===== src/rtl/inv_shiftrow_pipe.sv =====
// AES decryption InvShiftRows stage behind a registered 2-entry valid/ready buffer.
// Optional sticky round-trip checker enabled by INV_SHIFTROW_SELFCHECK_EN (adds port chk_err).
module inv_shiftrow_pipe #(
  parameter int NB = 4
) (
  input  logic             clk,
  input  logic             rst_n,
  input  logic             in_valid,
  output logic             in_ready,
  input  logic [32*NB-1:0] in_state,
  output logic             out_valid,
  input  logic             out_ready,
  output logic [32*NB-1:0] out_state,
  output logic [1:0]       occupancy
`ifdef INV_SHIFTROW_SELFCHECK_EN
  ,
  output logic             chk_err
`endif
);
  localparam int W  = 32*NB;
  localparam int RW = 8*NB;
  // Right-rotation amounts in bits per row; row0 for NB=4 is rotl 8 == rotr 24.
  localparam int ROT0 = (NB == 4) ? 24 : 32;
  localparam int ROT1 = (NB == 4) ? 16 : 24;
  localparam int ROT2 = 8;

  if (!(NB == 4 || NB == 8)) begin : g_bad_nb
    $error("inv_shiftrow_pipe: NB must be 4 or 8");
  end

  function automatic logic [RW-1:0] rotr(input logic [RW-1:0] x, input int n);
    return (x >> n) | (x << (RW - n));
  endfunction

  function automatic logic [RW-1:0] rotl(input logic [RW-1:0] x, input int n);
    return (x << n) | (x >> (RW - n));
  endfunction

  function automatic logic [W-1:0] inv_rows(input logic [W-1:0] s);
    return {s[4*RW-1:3*RW], rotr(s[3*RW-1:2*RW], ROT2),
            rotr(s[2*RW-1:RW], ROT1), rotr(s[RW-1:0], ROT0)};
  endfunction

  typedef enum logic [1:0] {EMPTY = 2'd0, ONE = 2'd1, FULL = 2'd2} occ_e;

  occ_e                  state_q, state_d;
  logic [1:0][W-1:0]     mem_q;
  logic                  wr_ptr_q, rd_ptr_q;
  logic [W-1:0]          xf_state;
  logic                  push, pop;

  assign xf_state = inv_rows(in_state);
  assign push     = in_valid & in_ready;
  assign pop      = out_valid & out_ready;

  always_comb begin
    state_d   = state_q;
    in_ready  = 1'b0;
    out_valid = 1'b0;
    unique case (state_q)
      EMPTY: begin
        in_ready = rst_n;
        if (push) state_d = ONE;
      end
      ONE: begin
        in_ready  = rst_n;
        out_valid = 1'b1;
        if (push && !pop)      state_d = FULL;
        else if (pop && !push) state_d = EMPTY;
      end
      FULL: begin
        out_valid = 1'b1;
        if (pop) state_d = ONE;
      end
      default: state_d = EMPTY;
    endcase
  end

  // Entries are written only on push, so don't-care input data never lands in storage.
  always_ff @(posedge clk) begin
    if (!rst_n) begin
      state_q  <= EMPTY;
      mem_q    <= '0;
      wr_ptr_q <= 1'b0;
      rd_ptr_q <= 1'b0;
    end else begin
      state_q <= state_d;
      if (push) begin
        mem_q[wr_ptr_q] <= xf_state;
        wr_ptr_q        <= ~wr_ptr_q;
      end
      if (pop) rd_ptr_q <= ~rd_ptr_q;
    end
  end

  assign out_state = mem_q[rd_ptr_q];
  assign occupancy = state_q;

`ifdef INV_SHIFTROW_SELFCHECK_EN
  function automatic logic [W-1:0] fwd_rows(input logic [W-1:0] s);
    return {s[4*RW-1:3*RW], rotl(s[3*RW-1:2*RW], ROT2),
            rotl(s[2*RW-1:RW], ROT1), rotl(s[RW-1:0], ROT0)};
  endfunction

  logic chk_err_q;

  always_ff @(posedge clk) begin
    if (!rst_n)                                        chk_err_q <= 1'b0;
    else if (push && (fwd_rows(xf_state) != in_state)) chk_err_q <= 1'b1;
  end

  assign chk_err = chk_err_q;
`endif
endmodule


===== config.mk =====
export PLATFORM = sky130hd
export DESIGN_NAME = inv_shiftrow_pipe
export DESIGN_NICKNAME = d
export VERILOG_FILES = /design/src/rtl/inv_shiftrow_pipe.sv
export SDC_FILE = /design/constraint.sdc
export NUM_CORES = 1
export LEC_CHECK = 0
export CORE_ASPECT_RATIO = 2
export CORE_MARGIN = 4
export CORE_UTILIZATION = 50
export CTS_CLUSTER_SIZE = 8
export DETAILED_ROUTE_END_ITERATION = 8
export PLACE_DENSITY = 0.8
export REMOVE_ABC_BUFFERS = 1
export SLEW_MARGIN = 40
export SYNTH_ARGS = -nofsm -noshare
export SYNTH_HDL_FRONTEND = slang
export SYNTH_SLANG_ARGS = --single-unit

===== constraint.sdc =====
create_clock -name clk -period 3.3 [get_ports clk]
set_input_delay 0.825 -clock clk [delete_from_list [all_inputs] [get_ports clk]]
set_output_delay 0.825 -clock clk [all_outputs]
set_load 0.03 [all_outputs]

==> impl_results.md, run 1 <==
* Worst slew margin at 0.575
* Final Hold Viols at 0
* Syn. warnings at 0
* Worst-Skew Late Latency at 500 ps
* Number of synthesized flops with an enable pin at 0
* Vert. Die Dim at 219 µm
* Final Power at slightly above 0.01 W
* Crit path buf inv count at 2
* CTS tree: built
* Setup Crit Path Kind: flop to output port
* GPL Wtd Cong at 0.816
* CP max stage delay at 650 ps
* Worst setup margin at 193 ps
* Power Density at 682 mW/mm²
* Total die area at about 0.025 mm²
* Layout net count at approximately 1.5k
* Avg WL per Cell at 18.6 µm
* Total CTS buffers at 38
* Synth cell types at 26
* Data required time of the critical path at 2470 ps
* Pre-CTS setup slack at between 500 and 600 ps
* HP Class: flop to flop
* Synth Instances at 1,168
* Chip width at 114 µm
* Status: finished, final reports clean
* Clock Skew at roughly 8.0 ps
* Post-cts resize count at 0
* Post-synth top flop: dfxtp_1
* Max IR drop VDD at between 0.0004 and 0.0005 V
* DR vias at between 9k and 10k
* Slew Limit Fails at 0
* Number of routed nets with antenna violations at 0
* Slew at the pin closest to its max-slew limit at approximately 640 ps
* Critical-path cell list: buf_12 -> mux2_2 -> clkdlybuf4s50_1
* DRC at 0
* Max Buffers Root-to-Sink at 3
* Vias in the first global route at 9,685
* Clk sinks at 260
* Final hold slack at roughly 440 ps
* Final core occ at 0.678
* Clock slew seen by the registers of the worst setup and hold paths at approximately 50 ps
* Starting density of the core at 0.505
* CP max stage cell: clkdlybuf4s50_1
* Filler cell count at roughly 1.7k
* Proportion of synthesized chip area in sequential cells at 0.467
* Vias per std cell at about 5.6
* Initial antenna violation count at 4
* Multi-input gate area at 0.00533 mm²
* Final setup violation count at 0
* TNS Setup at 0 ps
* Initial drt markers at 662
* Max Clock Freq at 322 MHz
* Routed Wire Length at just over 30 mm
* RSZ-0062 raised after global routing: no
* Leak at 5.41 nW
* H-Tree Depth at 2
* Min Clock Period, post-route at 3110 ps
* Avg Synthesized Cell Area at 9.54 µm²
* Crit path max-delay family: buffers and inverters
* Cell Rows at 77
* Core footprint at around 0.022 mm²
* Hold-fix buffers, CTS at 0
* Root Buffer: clkbuf_16
* First-pass detailed-route iteration total at 5
* Synth Register Bits at 260
* Layout cell share with drive strength beyond 1 at 0.162
* Global-route wire length before repair at 49.2 mm
* Ys async rst share at 0
* PortBufs at ~260
* Tot GR Track Use at 0.241
* Total of max-cap violations at 0
* Layout area overhead at 34.2%
* Mapped cell area at 0.0111 mm²
* CP Data Arrival Time at 2280 ps
* Largest net degree at the start of global routing at 136
* Startpoint types: flop
* Post-CTS setup buffer count at 0
* Ports at 264
* CP Capture Type: output port
* Sequential cell area at 0.00521 mm²
* Worst-path maximum fanout at 33
* Grt ovf at 0
* Tcrit/Tclk final at 0.942
* Hpwl dp at slightly below 20 mm
-- through the flow --
| stage | cell area (µm²) | cells |
|---|---|---|
| floorplan | 10500 | 1054 |
| global placement | 13800 | 1609 |
| detailed placement | 13800 | 1610 |
| CTS | 14900 | 1654 |
| global route | 14900 | 1660 |
| finish | 14900 | 1660 |
-- worst register-to-register path: cells and delay by family, from the launching register on --
| kind | cells | cell delay (ps) |
|---|---|---|
| compound gates | 2 | 490 |
| fa+ha+maj | 1 | 300 |
| buf+inv | 3 | 630 |
| flops | 1 | 410 |
| simple gates | 1 | 410 |
-- synthesized netlist by cell type (4+ instances only) --
master | number | area, µm²
nand2_1 | 261 | 980
dfxtp_1 | 260 | 5200
mux2_2 | 128 | 1440
nor3b_1 | 128 | 961
o21ai_0 | 106 | 531
a31o_1 | 100 | 876
clkbuf_1 | 66 | 248
a31o_2 | 28 | 245
buf_2 | 26 | 130
o21ai_1 | 22 | 110
buf_6 | 19 | 214
ha_1 | 5 | 62.6
inv_1 | 4 | 15.0
-- final cells by class --
cell class | instances | area share
antenna | 4 | 0.000670
multi-input combinational | 790 | 0.356
inverter | 4 | 0.00100
clock inverter | 1 | 0.00201
tap | 276 | 0.0231
sequential | 260 | 0.349
clock buffer | 43 | 0.0691
timing repair buffer | 282 | 0.199
-- where the power goes --
group          internal [W]  total, W  switching, W
clock               0.00225   0.00352       0.00127
sequential          0.00351   0.00370      0.000196
combinational       0.00136   0.00297       0.00160
-- final timing paths --
check / cells past startpoint / slack, ps / startpoint / endpoint
worst min register to register: 2 / 440 / mem_q[239] / mem_q[239]
worst max register to register: 7 / 990 / occupancy[0] / mem_q[41]
worst max-delay path: 3 / 190 / rd_ptr_q / out_state[27]
worst min-delay path: 2 / 440 / mem_q[239] / mem_q[239]
-- metal layers --
layer | global-route usage | vias up | share of wire
met2 | 0.441 | 253 | 0.54
li1 | - | 4503 | -
met4 | 0.124 | 0 | 0.046
met1 | 0.261 | 4475 | 0.37
met3 | 0.0392 | 77 | 0.047
met5 | 0 | - | 0
-- sequential cells by signal, indices dropped and copies added, names as in the netlist --
name       cells
mem_q        256
occupancy      2
rd_ptr_q       1
wr_ptr_q       1
-- layout by cell type (no fill, tap or decap), drive strengths merged --
cell type and n:
a21boi 1, o21a 1, clkbuf 43, inv 4, nand2 261, mux2i 2, xnor2 1, mux2 128
ha 5, o2111a 1, nor3b 128, diode 4, a31o 128, a222oi 1, and2 1, or2 1
clkdlybuf4s50 261, dfxtp 260, bufinv 1, o21ai 128, nand3 1, buf 21, o211ai 2
-- cell families (layout without fill, tap and decap cells) --
family | count (synthesis) | in the layout | synth area share
and+or+nand+nor | 392 | 392 | 0.176
AOI/OAI and AO/OA | 262 | 262 | 0.163
DFF | 260 | 260 | 0.467
muxes | 130 | 130 | 0.131
buffers and inverters | 118 | 330 | 0.0562
adders and majority gates | 5 | 5 | 0.00562
xor gates and xnor gates | 1 | 1 | 0.000786
other | 0 | 4 | 0
(Power assumes the default switching activity.)
==> run 2, diff against run 1 <==
--- a/config.mk
+++ b/config.mk
@@ -5,7 +5,6 @@
 export SDC_FILE = /design/constraint.sdc
 export NUM_CORES = 1
 export LEC_CHECK = 0
-export CORE_ASPECT_RATIO = 2
 export CORE_MARGIN = 4
 export CORE_UTILIZATION = 50
 export CTS_CLUSTER_SIZE = 8
==> run 2 against run 1 <==
Via count about the same. Register-to-register slack is essentially flat. Sequential power is essentially flat. Final area decreased by 0.48%. Non-clock buffer count increased by 1. Die area fell by 0.58%. Clock power is 4% lower. Critical endpoint is now out_state[127]. Worst hold slack better by 4.9 ps. Sequential cell count stayed put. Global-route usage is 1.1 points lower. Maximum frequency down 3.6%. First-iteration DRC count fell by 12%.
==> impl_results.md, run 2 (same netlist as run 1, synthesis figures left out) <==
* Largest net degree at the start of global routing at 133 (was 136)
* GPL Wtd Cong at 0.776 (was 0.816)
* Layout area overhead at 33.6% (was 34.2%)
* Root Buffer: clkbuf_16 (unchanged)
* Vert. Die Dim at 157 µm (was 219 µm)
* Worst-path maximum fanout at 23 (was 33)
* Post-cts resize count at 0 (unchanged)
* Data required time of the critical path at 2470 ps (about the same)
* HP Class: flop to flop (unchanged)
* Hold path cells at 2 (unchanged)
* Final hold slack at 447 ps (was 442 ps)
* Reg2Reg Launch Point: occupancy[0] (unchanged)
* Post-CTS setup buffer count at 0 (unchanged)
* Vias in the first global route at 9,489 (was 9,685)
* Met2 routed WL at 14.2 mm (was 16.6 mm)
* Global-route wire length before repair at 47.3 mm (was 49.2 mm)
* Starting density of the core at 0.509 (was 0.505)
* Worst slew margin at 0.550 (was 0.575)
* Hpwl dp at 18.1 mm (was 19.5 mm)
* Number of routed nets with antenna violations at 0 (unchanged)
* Startpoint types: flop (unchanged)
* CP Capture Type: output port (unchanged)
* Core footprint at 0.0219 mm² (was 0.0221 mm²)
* DRC at 0 (unchanged)
* Tot GR Track Use at 0.229 (was 0.241)
* Initial antenna violation count at 0 (was 4)
* Chip width at 157 µm (was 114 µm)
* Max reg flops at 256 (unchanged)
* Clk sinks at 260 (unchanged)
* Uppermost layer routed: met4 (unchanged)
* R2R depth at 6 (was 7)
* Vias per std cell at 5.61 (about the same)
* H-Tree Depth at 2 (unchanged)
* First-pass detailed-route iteration total at 7 (was 5)
* Leak at 5.38 nW (was 5.41 nW)
* Grt ovf at 0 (unchanged)
* Clock slew seen by the registers of the worst setup and hold paths at 50 ps (about the same)
* Biggest register: mem_q (unchanged)
* CP Data Arrival Time at 2400 ps (was 2280 ps)
* PortBufs at 263 (unchanged)
* Hold Startpoint: mem_q[222] (was mem_q[239])
* Post-Route M1 WL at 12.2 mm (was 11.3 mm)
* Final setup violation count at 0 (unchanged)
* Total of max-cap violations at 0 (unchanged)
* Layout cell share with drive strength beyond 1 at 0.162 (about the same)
* Min Clock Period, post-route at 3220 ps (was 3110 ps)
* RSZ-0062 raised after global routing: no (unchanged)
* Slew Limit Fails at 0 (unchanged)
* CTS tree: built (unchanged)
* Total die area at 0.0247 mm² (was 0.0249 mm²)
* Clock Skew at 18.3 ps (was 8.00 ps)
* Tcrit/Tclk final at 0.977 (was 0.942)
* Max Clock Freq at 310 MHz (was 322 MHz)
* Commonest cells after routing, fill and taps aside: nand2_1 (261), clkdlybuf4s50_1 (261), dfxtp_1 (258) (unchanged)
* Avg WL per Cell at 17.6 µm (was 18.6 µm)
* Routed Wire Length at 29.2 mm (was 30.8 mm)
* Setup Crit Path Kind: flop to output port (unchanged)
* Met3 Routed Length at 2.38 mm (was 1.46 mm)
* Dpl cell area at 0.0139 mm² (was 0.0138 mm²)
* Cell Rows at 54 (was 77)
* Initial drt markers at 581 (was 662)
* Ports at 264 (unchanged)
* Ant diodes at 0 (was 4)
* Max IR drop VDD at 0.000538 V (was 0.000500 V)
* Power Density at 674 mW/mm² (was 682 mW/mm²)
* Filler cell count at 1,702 (was 1,694)
* Crit path launch: rd_ptr_q (unchanged)
* Slew at the pin closest to its max-slew limit at 675 ps (was 637 ps)
* Hold-fix buffers, CTS at 0 (unchanged)
* Layout net count at 1,514 (was 1,513)
* Final core occ at 0.680 (was 0.678)
* Cell area after layout at 0.0149 mm² (about the same)
* DR vias at 9,307 (was 9,308)
* Final Hold Viols at 0 (unchanged)
* Status: finished, final reports clean (unchanged)
* Total CTS buffers at 38 (unchanged)
* Worst-Skew Late Latency at 500 ps (about the same)
* Max Buffers Root-to-Sink at 3 (unchanged)
[run 2: changes by cell type in the layout (fill, tap and decap cells not counted)]
cell,change
buf_4,+4
diode_2,-4
buf_12,-2
clkbuf_16,-2
buf_6,-1
clkbuf_1,-1
inv_6,+1
[run 2: path summary, 6_finish.rpt]
path / to / slack [ps]
max: out_state[127] / 80
min: mem_q[222] / 450
max reg2reg: mem_q[101] / 980
min reg2reg: mem_q[222] / 450
[run 2: where the power goes]
group          total, W  switching (W)  leakage (nW)  internal, W
sequential      0.00372       0.000213          2.12      0.00351
combinational   0.00291        0.00156          2.76      0.00135
clock           0.00339        0.00125         0.500      0.00215
total            0.0100        0.00302          5.38      0.00700
[run 2: routing by layer]
layer	GRT usage	vias up
li1	-	4511
met1	0.292	4482
met2	0.387	276
met3	0.0599	38
met4	0.0627	0
met5	0	-
[run 2: stage by stage]
step	setup TNS, ps	total power, W	instances	setup WS (ps)
2_1_floorplan	-1020020	0.00548	1054	-3800
3_3_place_gp	0	0.00664	1616	582
3_5_place_dp	0	0.00669	1617	577
4_1_cts	0	0.0101	1659	38.9
5_1_grt	0	0.0105	1659	3.72
6_report	0	0.0100	1659	75.2
[run 2: critical path, cell delays in order, from the launching register on]
cell             delay [ps]
dfxtp_4                 590
buf_4                   310
mux2_2                  370
clkdlybuf4s50_1         610
[run 2: cell type report]
class	count	area [µm²]	area share
clock buffers	40	980	0.0659
clock inverters	2	38.8	0.00261
inverters	4	15.0	0.00101
multi-input cells	790	5330	0.358
flip-flops and latches	260	5210	0.350
well taps	280	350	0.0235
repair buffers	283	2950	0.198
